<file path="src/rtl/gate_pkg.sv">
// Shared encodings for the parking-lot barrier arbiter: controller states,
// lane identifiers and the factory entry PIN.
package gate_pkg;

  typedef enum logic [2:0] {
    IDLE       = 3'd0,
    ENTRY_PIN  = 3'd1,
    ENTRY_OPEN = 3'd2,
    EXIT_OPEN  = 3'd3,
    BLOCKED    = 3'd4
  } gate_state_e;

  typedef enum logic {
    GRANT_ENTRY = 1'b0,
    GRANT_EXIT  = 1'b1
  } lane_e;

  localparam logic [7:0] DEFAULT_PIN = 8'b0010_0110;

  // States that are abandoned if they last too long.
  function automatic logic is_timed(input gate_state_e s);
    return (s == ENTRY_PIN) || (s == ENTRY_OPEN) || (s == EXIT_OPEN);
  endfunction

endpackage

</file>
<file path="src/rtl/gate_timer.sv">
// Loadable down-counter; expire flags the cycle whose decrement reaches zero,
// so a loaded state lasts exactly OPEN_TIMEOUT cycles.
module gate_timer #(
  parameter int OPEN_TIMEOUT = 50
) (
  input  logic clk,
  input  logic reset,
  input  logic load,
  input  logic en,
  output logic expire
);

  localparam int W = $clog2(OPEN_TIMEOUT + 1);
  localparam logic [W-1:0] LOAD_V = W'(OPEN_TIMEOUT);
  localparam logic [W-1:0] ONE_V  = W'(1);

  logic [W-1:0] count_q;
  logic [W-1:0] count_d;

  // Next count: reload on state entry, otherwise count down while armed.
  always_comb begin
    count_d = count_q;
    if (load) begin
      count_d = LOAD_V;
    end else if (en && (count_q != {W{1'b0}})) begin
      count_d = count_q - ONE_V;
    end else begin
      count_d = count_q;
    end
  end

  assign expire = en && (count_q == ONE_V);

  // Count register.
  always_ff @(posedge clk or negedge reset) begin
    if (!reset) begin
      count_q <= {W{1'b0}};
    end else begin
      count_q <= count_d;
    end
  end

endmodule

</file>
<file path="src/rtl/gate_lane_arbiter.sv">
// Shares one barrier drive between the entry and exit lanes of a parking lot:
// PIN-gated entry, free exit, occupancy tracking and block/PIN/timeout alarms.
module gate_lane_arbiter
  import gate_pkg::*;
#(
  parameter int         CAPACITY     = 8,
  parameter int         CNT_W        = 4,
  parameter logic [7:0] PIN          = DEFAULT_PIN,
  parameter int         MAX_TRIES    = 3,
  parameter int         OPEN_TIMEOUT = 50
) (
  input  logic             clk,
  input  logic             reset,
  input  logic             entrySensorA,
  input  logic             entrySensorB,
  input  logic             exitSensorA,
  input  logic             exitSensorB,
  input  logic [7:0]       pass,
  input  logic             passValid,
  output logic             gateEntryOpen,
  output logic             gateExitOpen,
  output logic             blockAlarm,
  output logic             wrongPinAlarm,
  output logic             timeoutAlarm,
  output logic             full,
  output logic [CNT_W-1:0] occupancy
);

  localparam int TRY_W = $clog2(MAX_TRIES + 1);
  localparam logic [CNT_W-1:0] CAP_V     = CNT_W'(CAPACITY);
  localparam logic [CNT_W-1:0] OCC_ONE   = CNT_W'(1);
  localparam logic [TRY_W-1:0] TRY_MAX_V = TRY_W'(MAX_TRIES);
  localparam logic [TRY_W-1:0] TRY_ONE   = TRY_W'(1);

  gate_state_e      state_q, state_d;
  lane_e            last_q, last_d;
  logic [CNT_W-1:0] occ_q, occ_d;
  logic [TRY_W-1:0] tries_q, tries_d;
  logic             entry_open_q, entry_open_d;
  logic             exit_open_q, exit_open_d;
  logic             block_q, block_d;
  logic             wrong_q, wrong_d;
  logic             timeout_q, timeout_d;
  logic             full_q, full_d;

  logic entry_req_s, exit_req_s, pin_ok_s, pin_bad_s;
  logic tmr_load_s, tmr_en_s, tmr_expire_s;

  assign entry_req_s = entrySensorA & ~full_q;
  assign exit_req_s  = exitSensorA & (occ_q != {CNT_W{1'b0}});
  assign pin_ok_s    = passValid & (pass == PIN);
  assign pin_bad_s   = passValid & (pass != PIN);
  assign tmr_en_s    = is_timed(state_q);
  assign tmr_load_s  = is_timed(state_d) & (state_d != state_q);

  gate_timer #(.OPEN_TIMEOUT(OPEN_TIMEOUT)) u_timer (
    .clk    (clk),
    .reset  (reset),
    .load   (tmr_load_s),
    .en     (tmr_en_s),
    .expire (tmr_expire_s)
  );

  // Next-state, bookkeeping and registered-output values.
  always_comb begin
    state_d   = state_q;
    last_d    = last_q;
    occ_d     = occ_q;
    tries_d   = tries_q;
    timeout_d = 1'b0;
    case (state_q)
      IDLE: begin
        if (entry_req_s && exit_req_s) begin
          state_d = (last_q == GRANT_EXIT) ? ENTRY_PIN : EXIT_OPEN;
        end else if (entry_req_s) begin
          state_d = ENTRY_PIN;
        end else if (exit_req_s) begin
          state_d = EXIT_OPEN;
        end else begin
          state_d = IDLE;
        end
      end
      ENTRY_PIN: begin
        if (pin_bad_s && (tries_q != TRY_MAX_V)) begin
          tries_d = tries_q + TRY_ONE;
        end else begin
          tries_d = tries_q;
        end
        if (pin_ok_s) begin
          state_d = ENTRY_OPEN;
          tries_d = {TRY_W{1'b0}};
        end else if (!entrySensorA) begin
          state_d = IDLE;
        end else if (tmr_expire_s) begin
          // Hand priority to a waiting exit after an abandoned PIN wait.
          state_d   = IDLE;
          timeout_d = 1'b1;
          last_d    = GRANT_ENTRY;
        end else begin
          state_d = ENTRY_PIN;
        end
      end
      ENTRY_OPEN: begin
        if (entrySensorB && !entrySensorA) begin
          if (occ_q != CAP_V) begin
            occ_d = occ_q + OCC_ONE;
          end else begin
            occ_d = occ_q;
          end
          last_d  = GRANT_ENTRY;
          state_d = IDLE;
        end else if (entrySensorB && entrySensorA) begin
          state_d = BLOCKED;
        end else if (tmr_expire_s) begin
          state_d   = IDLE;
          timeout_d = 1'b1;
        end else begin
          state_d = ENTRY_OPEN;
        end
      end
      EXIT_OPEN: begin
        if (exitSensorB && !exitSensorA) begin
          if (occ_q != {CNT_W{1'b0}}) begin
            occ_d = occ_q - OCC_ONE;
          end else begin
            occ_d = occ_q;
          end
          last_d  = GRANT_EXIT;
          state_d = IDLE;
        end else if (exitSensorB && exitSensorA) begin
          state_d = BLOCKED;
        end else if (tmr_expire_s) begin
          state_d   = IDLE;
          timeout_d = 1'b1;
        end else begin
          state_d = EXIT_OPEN;
        end
      end
      BLOCKED: begin
        if (pin_ok_s) begin
          state_d = IDLE;
          tries_d = {TRY_W{1'b0}};
        end else begin
          state_d = BLOCKED;
        end
      end
      default: begin
        state_d = IDLE;
      end
    endcase
    entry_open_d = (state_d == ENTRY_OPEN);
    exit_open_d  = (state_d == EXIT_OPEN);
    block_d      = (state_d == BLOCKED);
    wrong_d      = (tries_d == TRY_MAX_V);
    full_d       = (occ_d == CAP_V);
  end

  // State and output registers; reset drops both barriers immediately.
  always_ff @(posedge clk or negedge reset) begin
    if (!reset) begin
      state_q      <= IDLE;
      last_q       <= GRANT_EXIT;
      occ_q        <= {CNT_W{1'b0}};
      tries_q      <= {TRY_W{1'b0}};
      entry_open_q <= 1'b0;
      exit_open_q  <= 1'b0;
      block_q      <= 1'b0;
      wrong_q      <= 1'b0;
      timeout_q    <= 1'b0;
      full_q       <= 1'b0;
    end else begin
      state_q      <= state_d;
      last_q       <= last_d;
      occ_q        <= occ_d;
      tries_q      <= tries_d;
      entry_open_q <= entry_open_d;
      exit_open_q  <= exit_open_d;
      block_q      <= block_d;
      wrong_q      <= wrong_d;
      timeout_q    <= timeout_d;
      full_q       <= full_d;
    end
  end

  assign gateEntryOpen = entry_open_q;
  assign gateExitOpen  = exit_open_q;
  assign blockAlarm    = block_q;
  assign wrongPinAlarm = wrong_q;
  assign timeoutAlarm  = timeout_q;
  assign full          = full_q;
  assign occupancy     = occ_q;

endmodule

</file>
<file path="config.mk">
export PLATFORM = sky130hd
export DESIGN_NAME = gate_lane_arbiter
export DESIGN_NICKNAME = d
export VERILOG_FILES = /design/src/rtl/gate_pkg.sv /design/src/rtl/gate_timer.sv /design/src/rtl/gate_lane_arbiter.sv
export SDC_FILE = /design/constraint.sdc
export NUM_CORES = 1
export LEC_CHECK = 0
export ABC_AREA = 1
export CORE_ASPECT_RATIO = 1.5
export CORE_MARGIN = 3
export CORE_UTILIZATION = 50
export DETAILED_ROUTE_END_ITERATION = 6
export PLACE_DENSITY_LB_ADDON = 0.1
export SYNTH_ARGS = -nofsm -noshare
export SYNTH_HDL_FRONTEND = slang
export SYNTH_SLANG_ARGS = --single-unit
</file>
<file path="constraint.sdc">
create_clock -name clk -period 3.2 [get_ports clk]
set_input_delay 0.64 -clock clk [delete_from_list [all_inputs] [get_ports clk]]
set_output_delay 0.64 -clock clk [all_outputs]
set_load 0.005 [all_outputs]
</file>
* Word level (Yosys, flattened, before mapping) *
Cells that the tools add are included.

operators by class
  $add $sub $neg = 4
  eq/ne operators = 21
  muxes and demuxes = 40
  bitwise operators = 6
  reduce and logical (&&, ||, !) cells = 20

operators with widths
  operator                                             count
  two-way mux 2 bit                                    10
  two-way mux 4 bit                                    4
  two-way mux 3 bit                                    5
  one-hot mux 3 bit (5 select lines)                   1
  two-way mux 1 bit                                    14
  equality test 3 x 2 -> 1 bit, second input constant  4
  two-way mux 6 bit                                    2
  equality test 8 x 6 -> 1 bit, second input constant  1
  logical AND 1 bit                                    8
  != test 2 bit, second input constant                 4
  != test 8 x 6 -> 1 bit, second input constant        1
  one-hot mux 4 bit (2 select lines)                   1
  equality test 3 x 1 -> 1 bit, second input constant  2
  equality test 3 bit, second input constant           2
  equality test 6 x 1 -> 1 bit, second input constant  1
  one-hot mux 1 bit (3 select lines)                   2
  AND reduction 6 bit                                  1
  nonzero test 6 bit                                   1
  subtractor 6 x 1 -> 6 bit, second input constant     1
  AND 1 bit                                            5
  adder 4 x 1 -> 4 bit, second input constant          1
  equality test 4 bit, second input constant           1
  logical OR 1 bit                                     4
  != test 2 x 1 -> 1 bit, second input constant        2
  other kinds (12)                                     13

storage, ports and cells
  register bits after elaboration = 22
  word-level logic and storage cells = 102

* Logic depth before layout (Yosys ltp) *
Gate-level depths: netlist (run 1).

  depth in word-level cells = 13
  mapped depth = 12
  depth with buffers taken out = 12

* Cells and area by module *
A second synthesis (run 1) with hierarchy kept.

unflattened totals
  cells, all modules = 222
  area, all modules = 1564.0 um^2

modules (own cells, without submodules)
  module             times used  cells each  area an instance (um^2)  sequential area each (um^2)
  gate_lane_arbiter  1           166         1133.6                   401.6
  gate_timer         1           56          430.4                    150.1

* Least setup slack after synthesis (run 1) *
OpenSTA, ideal clock, no wires.

  path kind = input-to-reg
  from = input pass[0]
  to = register u_timer.count_q[5]
  arrival = 1.506 ns
  required time = 3.082 ns
  slack = 1.576 ns
  stages = 10
  path buffers = 0
  cells stage by stage = nor2_1 inv_1 nor2_1 nand3_1 nand3_1 nand2_1 nor2_1 nand2_1 nand2_1 nand2_1

on the way
  longest elaborated chain between the ends = 9
  elaborated cells on any way between the ends = 14
  those cells by class = eq/ne (5); mux (4); bitwise (2); reduce/logical (3)

ends and longest elaborated chain
  element                                                                       line                                               source
  start, declared                                                               gate_lane_arbiter.sv:18                            input logic [7:0] pass,
  equality test 8 x 6 -> 1 bit (*)                                              gate_lane_arbiter.sv:51                            assign pin_ok_s = passValid & (pass == PIN);
  AND 1 bit (*)                                                                 gate_lane_arbiter.sv:51
  two-way mux 2 bit or two-way mux 3 bit (tied branches)                        gate_lane_arbiter.sv:89, gate_lane_arbiter.sv:140
  one-hot mux 3 bit (5 select lines) (*)                                        gate_lane_arbiter.sv:71                            case (state_q)
  equality test 3 x 1 -> 1 bit or equality test 3 x 2 -> 1 bit (tied branches)  gate_pkg.sv:22                                     return (s == ENTRY_PIN) || (s == ENTRY_OPEN) || (s == EXIT_OPEN);
  logical OR 1 bit (2 in series)                                                gate_pkg.sv:22
  AND 1 bit (*)                                                                 gate_lane_arbiter.sv:54                            assign tmr_load_s = is_timed(state_d) & (state_d != state_q);
  two-way mux 6 bit or nonzero test 2 bit (tied branches)                       n/a
  end signal, assigned                                                          gate_timer.sv:37                                   count_q <= {W{1'b0}};
  end signal, assigned                                                          gate_timer.sv:39                                   count_q <= count_d;
  end, declared                                                                 gate_timer.sv:17                                   logic [W-1:0] count_q;

Mark *: on every way between the ends. The rest lies on a longest branch, timed or not.
A chain may end at the register's enable or synchronous reset.

* Worst setup path after layout (run 1) *
  from = input entrySensorA
  to = register full_q (netlist: full)

on the way
  longest elaborated chain between the ends = 5

ends and longest elaborated chain
  element                             line                      source
  start, declared                     gate_lane_arbiter.sv:14   input logic entrySensorA,
  zero test 1 bit                     gate_lane_arbiter.sv:104  if (entrySensorB && !entrySensorA) begin
  logical AND 1 bit                   gate_lane_arbiter.sv:104
  two-way mux 4 bit                   gate_lane_arbiter.sv:104
  one-hot mux 4 bit (2 select lines)  gate_lane_arbiter.sv:71
  equality test 4 bit                 gate_lane_arbiter.sv:155  full_d = (occ_d == CAP_V);
  named net full_d                    gate_lane_arbiter.sv:44   logic full_q, full_d;
  end signal, assigned                gate_lane_arbiter.sv:181  full_q <= full_d;
  end, declared                       gate_lane_arbiter.sv:44

The timed path passes the listed nets, and every way through them passes these cells.

==> results of run 1 <==
[final timing paths]
path | slack, ns | cells past startpoint | start | endpoint
hold / removal | 0.52 | 2 | last_q | last_q
setup reg to reg | 1.33 | 11 | occupancy[1] | u_timer.count_q[5]
setup / recovery | 1.03 | 8 | entrySensorA | full
min in group asynchronous | 0.92 | 1 | reset | occupancy[0]
hold reg to reg | 0.52 | 2 | last_q | last_q
max in group asynchronous | 1.68 | 1 | reset | occupancy[1]
[Yosys cell counts, drive strengths merged]
library cell	n	area, um^2
dfstp	1	26.3
or2	1	6.26
xor2	6	52.6
nand3	24	120
nand2	49	189
inv	43	161
o211ai	2	15.0
o21ai	12	60.1
a21oi	7	35.0
nor3	2	15.0
nand4	9	62.6
xnor2	2	17.5
dfrtp	21	526
a32oi	1	8.76
nor2	23	101
ha	6	75.1
[logic make-up (layout without fill, tap and decap cells)]
| logic type | after synthesis | in the layout | synth area share, % |
|---|---|---|---|
| xor+xnor | 8 | 8 | 4.76 |
| fa+ha+maj | 6 | 6 | 5.10 |
| simple gates | 108 | 108 | 33.6 |
| compound gates | 22 | 22 | 8.08 |
| flops | 22 | 22 | 37.5 |
| buf+inv | 43 | 71 | 11.0 |
[power groups by stage]
stage / sequential (mW) / combinational (mW) / clock [mW]
after floorplan: 0.481 / 0.568 / 0
after global placement: 0.495 / 0.793 / 0
after detailed placement: 0.502 / 0.831 / 0
after CTS: 0.497 / 0.840 / 0.262
after global routing: 0.511 / 0.967 / 0.275
final: 0.499 / 0.840 / 0.260
[layer usage]
metal / GRT usage [%] / share of wire (%) / up-vias
met4: 8.98 / 3.0 / 0
met5: 0 / 0 / -
met1: 23.2 / 37 / 693
met3: 3.70 / 4.3 / 17
met2: 39.8 / 55 / 45
li1: - / - / 717
[flip-flops by register name (all words and copies together) (netlist names)]
signal	count
gateEntryOpen	1
state_q	3
occupancy	4
gateExitOpen	1
wrongPinAlarm	1
last_q	1
u_timer.count_q	6
tries_q	2
blockAlarm	1
full	1
timeoutAlarm	1
[through the flow]
stage               hold slack, ns  setup WS [ns]  instances  instance area, um^2  utilization, %
floorplan                    0.344           1.58        209                 1470               -
global placement             0.493          0.773        270                 1760            64.3
detailed placement           0.502          0.784        270                 1760            64.3
CTS                          0.517           1.05        274                 1830            66.9
global route                 0.543          0.869        274                 1830            66.9
finish                       0.515           1.03        274                 1830            66.9
[worst register-to-register path: stages, from the launching register on]
cell and delay, ns:
dfrtp_1 0.45, inv_1 0.13, ha_1 0.21, nand2_1 0.12, nand2_1 0.11, inv_1 0.04
nand2_1 0.08, nand2_2 0.07, o21ai_1 0.18, nand4_2 0.17, nand2_1 0.14, nand2_1 0.06
[cell type report]
class	count	area [um^2]	share of cell area [%]
clock buffer	3	41.3	2.26
inverter	43	161	8.82
sequential	22	552	30.2
clock inverter	1	30.0	1.64
multi-input combinational	144	758	41.5
tap	37	46.3	2.53
timing repair buffer	24	240	13.1
==> results.md, run 1 <==
* Initial Utilization at 53.8%
* Type of origin of the critical path: input port
* Final Skew at between 0.003 and 0.004 ns
* VDD IR max at about 0.60 mV
* CTS tree: yes
* Max-slew violation count at 0
* Max-cap viol count at 0
* Final #Nets at between 200 and 300
* Worst path bufs/invs at 1
* Finish-stage setup viols at 0
* Pwr Density at 874 nW/um^2
* Die width at 50.3 um
* Worst setup path class: input port to flip-flop
* DRT Pass-1 Iters at 4
* Share of layout cells above drive strength 1 at 7.59%
* CP required at about 3.4 ns
* Core Rows at 23
* Clock share of power at 16.3%
* Shortest period the worst path allows at 2.17 ns
* Fraction of power spent switching nets at between 40% and 50%
* Largest net degree at the start of global routing at 23
* CTS max path bufs at 2
* Routed vias/inst at 5.37
* Most common cell after layout, fill and taps aside: nand2_1
* Worst path slowest cell: clkdlybuf4s50_1
* CP cell instances: clkdlybuf4s50_1 > nor2_1 > nand4_1 > xnor2_1 > nand2_1 > nand3_1 > o21ai_0 > nor2_1
* Post-CTS Resized at 0
* RSZ-0062 raised after global routing: false
* Delay-heaviest family, CP: simple AND/OR/NAND/NOR gates
* Total die area at approximately 3600 um^2
* Leakage at between 0.9 and 1 nW
* Post-CTS setup buffers at 0
* Initial antenna violation count at 0
* Relative slew slack at 33.2%
* Status: complete, no violations
* Gr ovfl total at 0
* Pint at 0.887 mW
* Routed wire length per instance at 12.9 um
* Diodes inserted at 0
* Cts hold-fix bufs at 0
* Synth Warn # at 0
* DRT antenna net count at 0
* First-pass GRT wire length at 6090 um
* Setup TNS at 0 ns
* Crit path top cell by count: nor2_1
* Worst min path class: flip-flop to flip-flop
* CTS Buf Count at 3
* Filler cells at 236
* Root Driver: clkbuf_8
* GPL Wtd Cong at 0.895
* Yosys reg bits at 22
* Arrival @ worst endpoint at 2.37 ns
* DRT Wirelength at 3530 um
* CP Capture Type: flip-flop
* PortBufs at 24
* GRT Util Overall at 21.3%
* CP max FO at 8
* Net Sw Power at 0.712 mW
* Commonest cells after routing, fill and taps aside: nand2_1 (47), inv_1 (39), nand3_1 (24), clkdlybuf4s50_1 (24), dfrtp_1 (21)
* Final Hold Viols at 0
* P&R area growth vs syn at 24.3%
* CTS H-tree lvls at 1
* Sequential area share after synthesis at 37.5%
* Cells after Synth at 209
* Combinational group share of total power at 52.5%
* Die Y at 72.4 um
* Syn nets at 230
* Largest stage delay, worst path at around 0.54 ns
* Power Total at ~1.6 mW
* Number of library cell types mapped by synthesis at 23
* First DRT Iteration DRCs at 48
* Fmax at 0.461 GHz
* Core ar. at around 2700 um^2
* Placed wire-length estimate at approximately 2900 um
* Vias in the first global route at 1416
* DRC at 0
* Crit share post-route at 67.8%
* Vias at about 1500
* Worst-Margin Slew at 0.999 ns
* Share of power burned in registers at 31.2%
* Clock sinks at 22
* Post-Syn Area at 1470 um^2
* Worst-path clk slew at 0.08 ns
* Average instance area after synthesis at 7.04 um^2
* Clock latency at the later pin of the worst-skew pair at 0.26 ns
* Top Ports at 25
No activity file was read; power rests on OpenSTA's default activity.
==> run 2, diff against run 1 <==
clock period = 2.1 ns   (was 3.2 ns; I/O delays follow)
==> results.md, run 2 (same netlist as run 1, synthesis figures left out) <==
* Status: complete, no violations
* CTS tree: yes
* Core Rows at 23
* Largest stage delay, worst path at 0.39 ns
* Register with the most flip-flops: u_timer.count_q
* Met1 GRT Util at approximately 22%
* Commonest cells after routing, fill and taps aside: nand2_1 (47), inv_1 (39), nand3_1 (24), clkdlybuf4s50_1 (24), dfrtp_1 (21)
* RSZ-0062 raised after global routing: false
* Initial antenna violation count at 0
* Clock sinks at 22
* Routed vias/inst at 5.13
* Max-cap viol count at 0
* GRT Util Overall at 20.1%
* Met2 Usage GRT at approximately 39%
* Placed wire-length estimate at approximately 2800 um
* Hold WS at 0.500 ns
* First-pass GRT wire length at 5800 um
* Worst-path clk slew at 0.07 ns
* Top Usage Layer GRT: met2
* Initial Utilization at 53.8%
* Die width at 50.3 um
* Max FFs per register at 6
* CTS Buf Count at 3
* Worst setup startpoint: u_timer.count_q[1]
* FF+latch area at between 500 and 600 um^2
* Final cell utilization of the core at a little under 70%
* Clock latency at the later pin of the worst-skew pair at around 0.26 ns
* CTS max path bufs at 2
* VDD IR max at 0.905 mV
* Vias at 1426
* CP Capture Type: flip-flop
* DRT Pass-1 Iters at 4
* Diodes inserted at 0
* Met3 Track Usage GR at 2.46%
* CP cell instances: inv_1 > ha_1 > inv_1 > nor2_1 > nand3_1 > nand2_1 > nand2_1 > o21ai_1 > nand4_2 > nand2_1 > nand2_1
* Worst-Margin Slew at roughly 0.32 ns
* Worst min path class: input port to asynchronous set/reset pin
* Final Skew at 0.00216 ns
* Worst setup path class: flip-flop to flip-flop
* Delay-heaviest family, CP: simple AND/OR/NAND/NOR gates
* Vias in the first global route at 1447
* Post-CTS Resized at 0
* Routed wire length per instance at between 10 and 15 um
* Fmax at 0.550 GHz
* Total die area at 3640 um^2
* Type of origin of the critical path: flip-flop
* Most common cell after layout, fill and taps aside: nand2_1
* First DRT Iteration DRCs at 50
* Post-CTS setup buffers at 0
* Crit share post-route at between 80% and 90%
* Worst path slowest cell: dfrtp_1
* Cts hold-fix bufs at 0
* CP max FO at 4
* Top Ports at 25
* Root Driver: clkbuf_8
* FF-to-FF setup slack at 0.28 ns
* CP required at 2.25 ns
* Finish-stage setup viols at 0
* Worst path bufs/invs at 2
* Arrival @ worst endpoint at 1.97 ns
* Core ar. at 2730 um^2
* PortBufs at 24
* Largest net degree at the start of global routing at 23
* Worst r2r src: u_timer.count_q[1]
* Final #Nets at 263
* Shortest period the worst path allows at approximately 1.8 ns
* Leakage at 0.942 nW
* Gr ovfl total at 0
* Share of layout cells above drive strength 1 at under 10%
* DRT antenna net count at 0
* GPL Wtd Cong at around 0.9
* DRT Wirelength at 3270 um
* Multi-input gate area in the final layout at 758 um^2
* P&R area growth vs syn at 25.3%
* Relative slew slack at 78.8%
* Filler cells at ~250
* Final Hold Viols at 0
* Die Y at 72.4 um
* Setup TNS at 0 ns
* DRC at 0
* Pwr Density at 1260 nW/um^2
* Max-slew violation count at 0
* CTS H-tree lvls at 1
* Crit path top cell by count: nand2_1
run 2: cell count changes in the layout (fill, tap and decap cells not counted), sizes merged:
cell / delta
bufinv: -1
clkbuf: +1
buf: +4
run 2: stage by stage:
stage | instances | power (mW) | instance area [um^2] | worst slack (ns)
finish | 278 | 2.32 | 1840 | 0.281
global route | 278 | 2.56 | 1840 | 0.0784
CTS | 278 | 2.34 | 1840 | 0.276
detailed placement | 274 | 2.03 | 1790 | 0.0510
global placement | 274 | 1.97 | 1790 | 0.0711
floorplan | 209 | 1.60 | 1470 | 0.528
run 2: report_power, final:
group | switching [mW] | internal, mW | leakage [nW]
Clock | 0.128 | 0.167 | 0.0288
Combinational | 0.751 | 0.517 | 0.640
Sequential | 0.163 | 0.595 | 0.272
Total | 1.04 | 1.28 | 0.942
run 2: cell type report:
| type | instances | share of cell area (%) |
|---|---|---|
| Inverter | 43 | 8.76 |
| Tap cell | 37 | 2.51 |
| Sequential cell | 22 | 29.9 |
| Multi-Input combinational cell | 144 | 41.1 |
| Clock buffer | 4 | 2.99 |
| Timing Repair Buffer | 28 | 14.7 |
run 2: final timing paths:
path,depth (start not counted),endpoint
max in group asynchronous,2,last_q
hold reg to reg,2,last_q
setup / recovery,11,u_timer.count_q[1]
hold / removal,2,occupancy[0]
setup reg to reg,11,u_timer.count_q[1]
min in group clk,2,last_q
run 2: worst reg2reg max path, delay by kind of cell, from the launching register on:
kind                       cells  cell delay (ns)
adders and majority gates      1             0.18
AOI/OAI and AO/OA              1             0.16
buffers and inverters          2             0.15
and+or+nand+nor                7             0.82
DFF                            1             0.39
run 2: per-layer routing:
metal | part of all wire [%] | wire length (um) | vias up
li1 | - | - | 732
met4 | 1.4 | 45 | 0
met1 | 41 | 1330 | 660
met2 | 56 | 1820 | 27
met3 | 2.3 | 75 | 7
met5 | 0 | 0 | -
==> run 3, diff against run 2 <==
CELL_PAD_IN_SITES_DETAIL_PLACEMENT = 0   (was default)
CELL_PAD_IN_SITES_GLOBAL_PLACEMENT = 1   (was default)
CORE_UTILIZATION = 37   (was 50)
==> results.md, run 3 (same netlist as run 1, synthesis figures left out) <==
* Delay-heaviest family, CP: simple AND/OR/NAND/NOR gates
* Largest net degree at the start of global routing at 23
* Total non-filler cell area in the finished layout at about 1900 um^2
* Worst slack, placed at 0.0235 ns
* Max-cap viol count at 0
* Pwr Density at 1290 nW/um^2
* Max FFs per register at 6
* DRT antenna net count at 0
* PnR worst setup slack at around 0.27 ns
* Initial Utilization at roughly two fifths
* CTS H-tree lvls at 1
* Fmax at 0.547 GHz
* Gr ovfl total at 0
* Post-CTS setup buffers at 0
* PortBufs at 24
* Total die area at 4790 um^2
* Post-CTS Resized at 0
* Final cell utilization of the core at roughly 50%
* CP max FO at 4
* CP Capture Type: flip-flop
* Most common cell after layout, fill and taps aside: nand2_1
* CTS tree: yes
* Clock latency at the later pin of the worst-skew pair at 0.26 ns
* Top Ports at 25
* Worst setup path class: flip-flop to flip-flop
* Die width at 57.5 um
* Finish-stage setup viols at 0
* Worst-Margin Slew at 0.335 ns
* First DRT Iteration DRCs at 27
* Commonest cells after routing, fill and taps aside: nand2_1 (47), inv_1 (39), nand3_1 (24), clkdlybuf4s50_1 (24), dfrtp_1 (21)
* Initial antenna violation count at 0
* Share of layout cells above drive strength 1 at between 9 and 10%
* Worst path bufs/invs at 0
* Setup TNS at 0 ns
* Placed cell areas at 1800 um^2
* Placed wire-length estimate at 2870 um
* GPL Wtd Cong at 0.803
* Leakage at 0.948 nW
* Largest stage delay, worst path at 0.44 ns
* DRT Pass-1 Iters at 4
* Arrival @ worst endpoint at 1.98 ns
* CTS Buf Count at 3
* Vias in the first global route at 1413
* Vias at 1411
* Relative slew slack at 77.6%
* CP required at about 2.3 ns
* DRT Wirelength at 3500 um
* Crit share post-route at about 87%
* Root Driver: clkbuf_8
* CTS max path bufs at 2
* DRC at 0
* Register with the most flip-flops: u_timer.count_q
* VDD IR max at 0.684 mV
* Worst min path class: input port to asynchronous set/reset pin
* Final Hold Viols at 0
* Final #Nets at between 200 and 300
* Final Skew at 0.00731 ns
* Worst-path clk slew at 0.08 ns
* RSZ-0062 raised after global routing: false
* Type of origin of the critical path: flip-flop
* Cts hold-fix bufs at 0
* Crit path top cell by count: nand2_1
* First-pass GRT wire length at roughly 6000 um
* P&R area growth vs syn at 26.9%
* Worst path slowest cell: dfrtp_1
* Status: complete, no violations
* Core ar. at 3750 um^2
* Max-slew violation count at 0
* CP cell instances: nor2_1 > nor2_2 > nand3_1 > nand2_1 > nand2_1 > nor2_2 > nand2_1 > nand4_2 > nand2_1 > nand2_1
* Routed wire length per instance at 12.3 um
* Routed vias/inst at 4.97
* Clock sinks at 22
* Core Rows at 27
* GRT Util Overall at between 10% and 20%
* Diodes inserted at 0
* Shortest period the worst path allows at around 1.8 ns
* Die Y at 83.2 um
==> run 3: worst register-to-register path, cell delays in order (launching register included) <==
cell and delay [ns]:
dfrtp_1 0.44, nor2_1 0.31, nor2_2 0.10, nand3_1 0.17, nand2_1 0.08, nand2_1 0.13
nor2_2 0.06, nand2_1 0.07, nand4_2 0.15, nand2_1 0.15, nand2_1 0.07
==> run 3: power by group <==
part           switching (mW)  internal (mW)  leakage, nW
Combinational           0.756          0.516        0.640
Clock                   0.134          0.255       0.0357
Sequential              0.160          0.595        0.272
==> run 3: worst paths after layout <==
check                                start  slack [ns]                 end  cells after the start
min in group clk                    last_q        0.50              last_q                      2
worst min-delay path                 reset        0.50        gateExitOpen                      2
worst max-delay path            state_q[1]        0.27  u_timer.count_q[5]                     10
max in group asynchronous            reset        1.31              last_q                      2
worst min register to register      last_q        0.50              last_q                      2
worst max register to register  state_q[1]        0.27  u_timer.count_q[5]                     10
==> run 3: cell type report <==
cell class                 count  area [um^2]
sequential                    22          552
multi-input combinational    144          758
clock inverter                 1         30.0
tap                           43         53.8
inverter                      43          161
fill                         397         1880
timing repair buffer          28          270
clock buffer                   3         41.3
==> run 3: layer usage <==
layer | GRT usage, % | vias up | part of all wire [%]
li1 | - | 726 | -
met3 | 3.27 | 6 | 4.0
met4 | 7.81 | 0 | 2.3
met5 | 0 | - | 0
met2 | 26.5 | 25 | 52
met1 | 18.2 | 654 | 42
==> run 3: per-stage QoR <==
step                      std cells  total power [mW]  hold WS (ns)
after detailed placement        280              2.04         0.493
after global routing            284              2.65         0.531
final                           284              2.42         0.500
after floorplan                 209              1.60         0.124
after CTS                       284              2.44         0.502
after global placement          280              2.01         0.485
